## config.mk

```make
export PLATFORM = sky130hd
export DESIGN_NAME = conv_frame_sched
export DESIGN_NICKNAME = d
export VERILOG_FILES = /design/src/rtl/conv_frame_sched.sv
export SDC_FILE = /design/constraint.sdc
export NUM_CORES = 1
export LEC_CHECK = 0
export ABC_AREA = 1
export BUFFER_PORTS_ARGS = -buffer_cell sky130_fd_sc_hd__buf_2
export CAP_MARGIN = 20
export CELL_PAD_IN_SITES_DETAIL_PLACEMENT = 0
export CELL_PAD_IN_SITES_GLOBAL_PLACEMENT = 1
export CORE_AREA = 8 8 112 114
export CTS_BUF_LIST = sky130_fd_sc_hd__clkbuf_4 sky130_fd_sc_hd__clkbuf_8 sky130_fd_sc_hd__clkbuf_16
export DETAILED_ROUTE_END_ITERATION = 6
export DIE_AREA = 0 0 120 122
export PLACE_DENSITY_LB_ADDON = 0.1
export SYNTH_ARGS = -nofsm -noshare
export SYNTH_HDL_FRONTEND = slang
export SYNTH_SLANG_ARGS = --single-unit
export TNS_END_PERCENT = 100
```

## constraint.sdc

```tcl
create_clock -name clk -period 2.07 [get_ports clk]
set_input_delay 0.207 -clock clk [delete_from_list [all_inputs] [get_ports clk]]
set_output_delay 0.207 -clock clk [all_outputs]
set_load 0.05 [all_outputs]
```

## src/rtl/conv_frame_sched.sv

```systemverilog
// Frame sequencer for the 8x8 / 3x3 convolution engine: streams 64 pixels in,
// waits for the output phase, stores 36 results and reports done or err.
module conv_frame_sched #(
  parameter int ADDR_W   = 10,
  parameter int IN_BASE  = 0,
  parameter int OUT_BASE = 0,
  parameter int TIMEOUT  = 1023
) (
  input  logic              clk,
  input  logic              rst,
  input  logic              start,
  output logic              busy,
  output logic              done,
  output logic              err,
  output logic [15:0]       frame_cnt,
  output logic              rd_en,
  output logic [ADDR_W-1:0] rd_addr,
  input  logic [7:0]        rd_data,
  output logic              eng_in_st,
  output logic [7:0]        eng_din,
  output logic              eng_din_vld,
  input  logic [15:0]       eng_dout,
  input  logic              eng_out_st,
  output logic              wr_en,
  output logic [ADDR_W-1:0] wr_addr,
  output logic [15:0]       wr_data
);

  localparam logic [2:0] IDLE  = 3'd0;
  localparam logic [2:0] LOAD  = 3'd1;
  localparam logic [2:0] WAIT  = 3'd2;
  localparam logic [2:0] DRAIN = 3'd3;
  localparam logic [2:0] FIN   = 3'd4;

  localparam int              TW        = $clog2(TIMEOUT + 1);
  localparam logic [TW-1:0]   WAIT_LAST = TW'(TIMEOUT - 1);
  localparam logic [ADDR_W-1:0] IN_ADDR0  = ADDR_W'(IN_BASE);
  localparam logic [ADDR_W-1:0] OUT_ADDR0 = ADDR_W'(OUT_BASE);
  // LOAD covers 64 reads plus the two-cycle RAM-to-engine pixel pipeline.
  localparam logic [6:0]      LOAD_LAST = 7'd65;
  localparam logic [5:0]      RES_LAST  = 6'd35;

  logic [2:0]        state_reg, state_next;
  logic [6:0]        k_reg;
  logic [5:0]        j_reg;
  logic [TW-1:0]     wait_cnt_reg;
  logic              rd_vld_reg;
  logic [7:0]        eng_din_reg;
  logic              eng_din_vld_reg;
  logic              wr_en_reg;
  logic [ADDR_W-1:0] wr_addr_reg;
  logic [15:0]       wr_data_reg;
  logic              done_reg;
  logic              err_reg;
  logic [15:0]       frame_cnt_reg;

  logic load_rd;
  logic wait_timeout;
  logic drain_short;
  logic sample;

  assign load_rd      = (state_reg == LOAD) && !k_reg[6];
  assign wait_timeout = (state_reg == WAIT) && !eng_out_st && (wait_cnt_reg == WAIT_LAST);
  assign drain_short  = (state_reg == DRAIN) && !eng_out_st;
  // The WAIT cycle that sees eng_out_st already carries result 0.
  assign sample       = eng_out_st && ((state_reg == WAIT) || (state_reg == DRAIN));

  always_comb begin
    state_next = state_reg;
    case (state_reg)
      IDLE:    if (start) state_next = LOAD;
      LOAD:    if (k_reg == LOAD_LAST) state_next = WAIT;
      WAIT: begin
        if (eng_out_st)
          state_next = DRAIN;
        else if (wait_cnt_reg == WAIT_LAST)
          state_next = IDLE;
      end
      DRAIN: begin
        if (!eng_out_st)
          state_next = IDLE;
        else if (j_reg == RES_LAST)
          state_next = FIN;
      end
      FIN:     state_next = IDLE;
      default: state_next = IDLE;
    endcase
  end

  always_ff @(posedge clk or posedge rst) begin
    if (rst) begin
      state_reg       <= IDLE;
      k_reg           <= '0;
      j_reg           <= '0;
      wait_cnt_reg    <= '0;
      rd_vld_reg      <= 1'b0;
      eng_din_reg     <= '0;
      eng_din_vld_reg <= 1'b0;
      wr_en_reg       <= 1'b0;
      wr_addr_reg     <= '0;
      wr_data_reg     <= '0;
      done_reg        <= 1'b0;
      err_reg         <= 1'b0;
      frame_cnt_reg   <= '0;
    end else begin
      state_reg       <= state_next;
      rd_vld_reg      <= load_rd;
      eng_din_vld_reg <= rd_vld_reg;
      eng_din_reg     <= rd_vld_reg ? rd_data : 8'd0;
      wr_en_reg       <= sample;
      done_reg        <= (state_reg == FIN);
      err_reg         <= wait_timeout || drain_short;

      if (sample) begin
        wr_addr_reg <= OUT_ADDR0 + ADDR_W'(j_reg);
        wr_data_reg <= eng_dout;
        j_reg       <= j_reg + 6'd1;
      end

      if (state_reg == FIN)
        frame_cnt_reg <= frame_cnt_reg + 16'd1;

      case (state_reg)
        IDLE: begin
          if (start) begin
            k_reg <= '0;
            j_reg <= '0;
          end
        end
        LOAD: begin
          k_reg        <= k_reg + 7'd1;
          wait_cnt_reg <= '0;
        end
        WAIT: begin
          if (!eng_out_st)
            wait_cnt_reg <= wait_cnt_reg + TW'(1);
        end
        default: ;
      endcase
    end
  end

  assign busy        = (state_reg != IDLE);
  assign done        = done_reg;
  assign err         = err_reg;
  assign frame_cnt   = frame_cnt_reg;
  assign rd_en       = load_rd;
  assign rd_addr     = load_rd ? (IN_ADDR0 + ADDR_W'(k_reg)) : '0;
  assign eng_in_st   = (state_reg == LOAD) && (k_reg == 7'd0);
  assign eng_din     = eng_din_reg;
  assign eng_din_vld = eng_din_vld_reg;
  assign wr_en       = wr_en_reg;
  assign wr_addr     = wr_addr_reg;
  assign wr_data     = wr_data_reg;

endmodule

```

Word level (Yosys, flattened, before mapping)
Index checks and enable logic that the tools add are counted.

operators by class
  mux-type cells = 16
  equality and inequality tests = 12
  add/sub/neg operators = 4
  reduce and logical (&&, ||, !) cells = 18

operators by type and width
  kind                                            count
  case mux 10 bit (2 select lines)                1
  2-to-1 mux 3 bit                                6
  2-to-1 mux 6 bit                                3
  adder 16 x 1 -> 16 bit (second input constant)  1
  2-to-1 mux 7 bit                                2
  case mux 7 bit (2 select lines)                 1
  case mux 3 bit (4 select lines)                 1
  adder 10 x 1 -> 10 bit (second input constant)  1
  == test 10 bit (second input constant)          1
  2-to-1 mux 10 bit                               1
  2-to-1 mux 8 bit                                1
  adder 7 x 1 -> 7 bit (second input constant)    1
  == test 7 bit (second input constant)           1
  logical NOT 7 bit                               1
  adder 6 x 1 -> 6 bit (second input constant)    1
  == test 3 x 2 -> 1 bit (second input constant)  2
  == test 6 bit (second input constant)           1
  logical AND 1 bit                               6
  != test 3 x 2 -> 1 bit (second input constant)  2
  != test 2 bit (second input constant)           2
  AND reduction 2 bit                             2
  AND reduction 4 bit                             1
  nonzero test 2 bit                              2
  == test 3 x 1 -> 1 bit (second input constant)  1
  6 further kinds                                 8

storage, ports and cells
  input port bits = 28
  word-level logic and storage cells = 63
  flip-flop bits (word level) = 77

Longest topological paths before layout
  word-level depth = 6
  gate-level depth with buffers = 11
  gate-level depth less buffers = 11

Least setup slack after synthesis
OpenSTA, ideal clock, no wires.

  kind = reg-to-output
  from = reg state_reg[1]
  to = out eng_in_st
  cell stages (with the launch flop) = 6
  arrival = 2.380 ns
  buffers on the path = 0
  setup slack = -0.517 ns
  data required time = 1.863 ns
  path through = dfrtp_1 -> nor3_2 -> inv_2 -> nor2_1 -> inv_2 -> nor2_1

between the ends
  word-level cells in the longest chain between the ends = 2

ends and longest elaborated chain
  element                   line  RTL
  start: declaration        43    logic [2:0] state_reg, state_next;
  start signal: assignment  106   state_reg <= state_next;
  == test 3 x 1 -> 1 bit    149   assign eng_in_st = (state_reg == LOAD) && (k_reg == 7'd0);
  logical AND 1 bit         149
  end: declaration          19    output logic eng_in_st,

No other way between the ends.

Worst setup path in the final report
Same ends and word-level chain as after synthesis.

==> impl_metrics.csv <==
group,metric,value,unit
flow_run,max_cap_viol_count,0,
final_layout,instances_no_fill,692,
routing,wl,8827,um
timing,setup_ws,0.1273,ns
final_layout,multi_input_area,1498,um2
routing,ant_nets,0,
timing,period_share,93.85,%
power,p_per_area,593.9,nW/um2
clock_tree,root_buffer,"clkbuf_8",
timing,hold_slack,0.03891,ns
power,power,2.657,mW
logic_synthesis,synth.top_cells.by_area,"dfrtp_1 52%, nand2_1 16%, inv_1 5.3%, nor2_1 4.8%, o21ai_0 2.9%",
logic_synthesis,synth_compound_area_share,4.922,%
timing,rsz0062_at_grt,"no",
placed_design,place_inst,677,
status,status,"finished clean",
timing,fmaxAchievable,0.5148,GHz
placed_design,place_ws,0.4215,ns
logic_synthesis,syn_inst,456,
timing,clock_skew,0.01400,ns
floorplan,num_io_pins,95,
logic_synthesis,synth_warnings,0,
grt,grt_start_max_net_pins,78,
floorplan,row_count,38,
final_layout,regArea,1928,um2
timing,fin_crit,1.943,ns
setup_path,start_kind,"flop",
floorplan,start_util,34.46,%
final_layout,antennaDiodeCount,0,
logic_synthesis,ys_ff_latch,77,
placed_design,dp_hpwl,6452,um
clock_tree,clock_latency,0.35,ns
logic_synthesis,synth_async_sr_flop_share,100.0,%
setup_path,crit_type,"reg -> out",
logic_synthesis,synthMuxAreaShare,0,%
routing,vias,3050,
clock_tree,clk_pin_slew,0.08,ns
floorplan,core-area,10700,um2
timing,hold_violations,0,
grt,globalRouteOverflowTotal,0,
clock_tree,htree_levels,3,
clock_tree,cts_setup_buffers,0,
timing,finalSetupViolCount,0,
routing,via_per_inst,4.408,
grt,grt_pass1_wl,14870,um
setup_path,cp-end-kind,"primary output",
final_layout,area_growth_syn_to_layout,21.38,%
logic_synthesis,ys.flop_type,"dfrtp_1",
min_path,worstHoldPathType,"in -> reg",
floorplan,dieHeight,122,um
final_layout,n_fill_cell,1166,
routing,drcViolationCount,0,
routing,initialDrtViolationCount,142,
setup_path,cp.required,1.86,ns
placed_design,io_buffers,86,
logic_synthesis,yosysSeqAreaShare,52.27,%
final_layout,fin_nets,584,
logic_synthesis,synth_area_leader_cell,"dfrtp_1",
grt,grt_pass1_vias,3005,
grt,track_usage,12.74,%
routing,dr.pass1.iters,4,
power,leakage,2.446,nW
logic_synthesis,syn-cell-area,3686,um2
power,peakVddDrop,358.7,uV
logic_synthesis,synthDominantCellAreaShare,52.27,%
logic_synthesis,synthTopCellsByCount,"156 x nand2_1, 77 x dfrtp_1, 52 x inv_1",
logic_synthesis,yosysMostFrequentCell,"nand2_1",
logic_synthesis,ys_types,29,
floorplan,dieArea,14640,um2
logic_synthesis,synth_adder_area_share,2.376,%
final_layout,layout-drive-gt1-share,24.09,%
clock_tree,cts_buffer_depth,2,
logic_synthesis,synth-edff-count,0,
clock_tree,cts_made_buffers,9,
routing,drt-wirelength-per-cell,12.76,um
setup_path,path_max_fanout,7,
timing,finalSetupTns,0,ns
logic_synthesis,synth_top_family_by_area,"simple AND/OR/NAND/NOR gates",
logic_synthesis,syn_avg_cell_area,8.083,um2
placed_design,gp_routability_congestion,0.7615,
logic_synthesis,synthSimpleGateAreaFrac,28.99,%
floorplan,die_w,120,um
clock_tree,cts.sinks,77,
timing,drv_slew,0,
logic_synthesis,synthXorXnorAreaFrac,2.851,%
setup_path,cp_data_arrival_time,1.74,ns
clock_tree,cts_tree,"done",
grt,grt_antenna_before_repair,0,
==> timing repair <==
item                                    CTS  global route
endpoints found under the hold margin    77             0
resized for setup                         0            12
endpoints found under the setup margin    0             7
hold buffers                              1             0
==> layer usage <==
layer	wire, um	GRT usage [%]	share of wire, %	up-vias
met3	426	4.350	4.8	8
met4	113	5.152	1.3	0
li1	-	-	-	1580
met5	0	0	0	-
met1	3929	14.87	45	1412
met2	4356	21.20	49	50
==> final timing paths <==
path / to / from / cells past startpoint / slack [ns]
min: wr_data[2] / eng_dout[2] / 3 / 0.04
max reg2reg: state_reg[0] / state_reg[0] / 7 / 0.59
max in group asynchronous: state_reg[1] / rst / 4 / 1.22
min reg2reg: wr_data[0] / wr_data[0] / 2 / 0.48
max: eng_in_st / state_reg[1] / 6 / 0.13
min in group asynchronous: wr_data[14] / rst / 4 / 0.51
==> kinds of logic (layout without fill, tap and decap cells) <==
kind of cell,after synthesis,count (layout)
XOR/XNOR,12,12
flip-flops,77,77
other,1,8
adder cells (fa/ha/maj),7,7
AND/OR/NAND/NOR,252,252
AO/OA/AOI/OAI,34,34
buffers and inverters,73,162
==> placed cells by master, fill, tap and decap left out, drive strengths merged, types with 7 or more instances in the layout <==
master	Yosys	layout
clkbuf	4	15
a21oi	8	8
buf	11	86
inv	58	57
o21ai	21	21
ha	7	7
conb	1	8
nand2	160	160
dfrtp	77	77
nor2	53	53
xor2	8	8
nand3	19	19
nand4	11	11
==> cell type report <==
cell class              count  area share, %
multi-input cells         313          33.47
well taps                 140          3.915
clock inverters             2         0.2796
inverters                  58          4.950
repair buffers             90          11.02
flip-flops and latches     77          43.09
clock buffers              12          3.272
==> worst max-delay path, stage by stage, from the launching register on <==
cell      delay, ns
dfrtp_2        0.46
nor3_2         0.23
inv_2          0.12
nor2_4         0.12
inv_2          0.11
nor2_2         0.09
clkbuf_4       0.23
==> power by group <==
group / total [mW] / leakage (nW) / internal, mW / switching [mW]
logic: 0.142 / 1.33 / 0.0334 / 0.109
registers: 1.52 / 1.03 / 1.51 / 0.00427
clock network: 0.998 / 0.0826 / 0.461 / 0.536
total: 2.66 / 2.45 / 2.01 / 0.650
==> stage by stage <==
stage                     instance area, um2  util [%]
final                                   4474     41.82
after global placement                  4287     40.07
after floorplan                         3741         -
after CTS                               4456     41.65
after global routing                    4474     41.82
after detailed placement                4287     40.07
(Power assumes the default switching activity.)
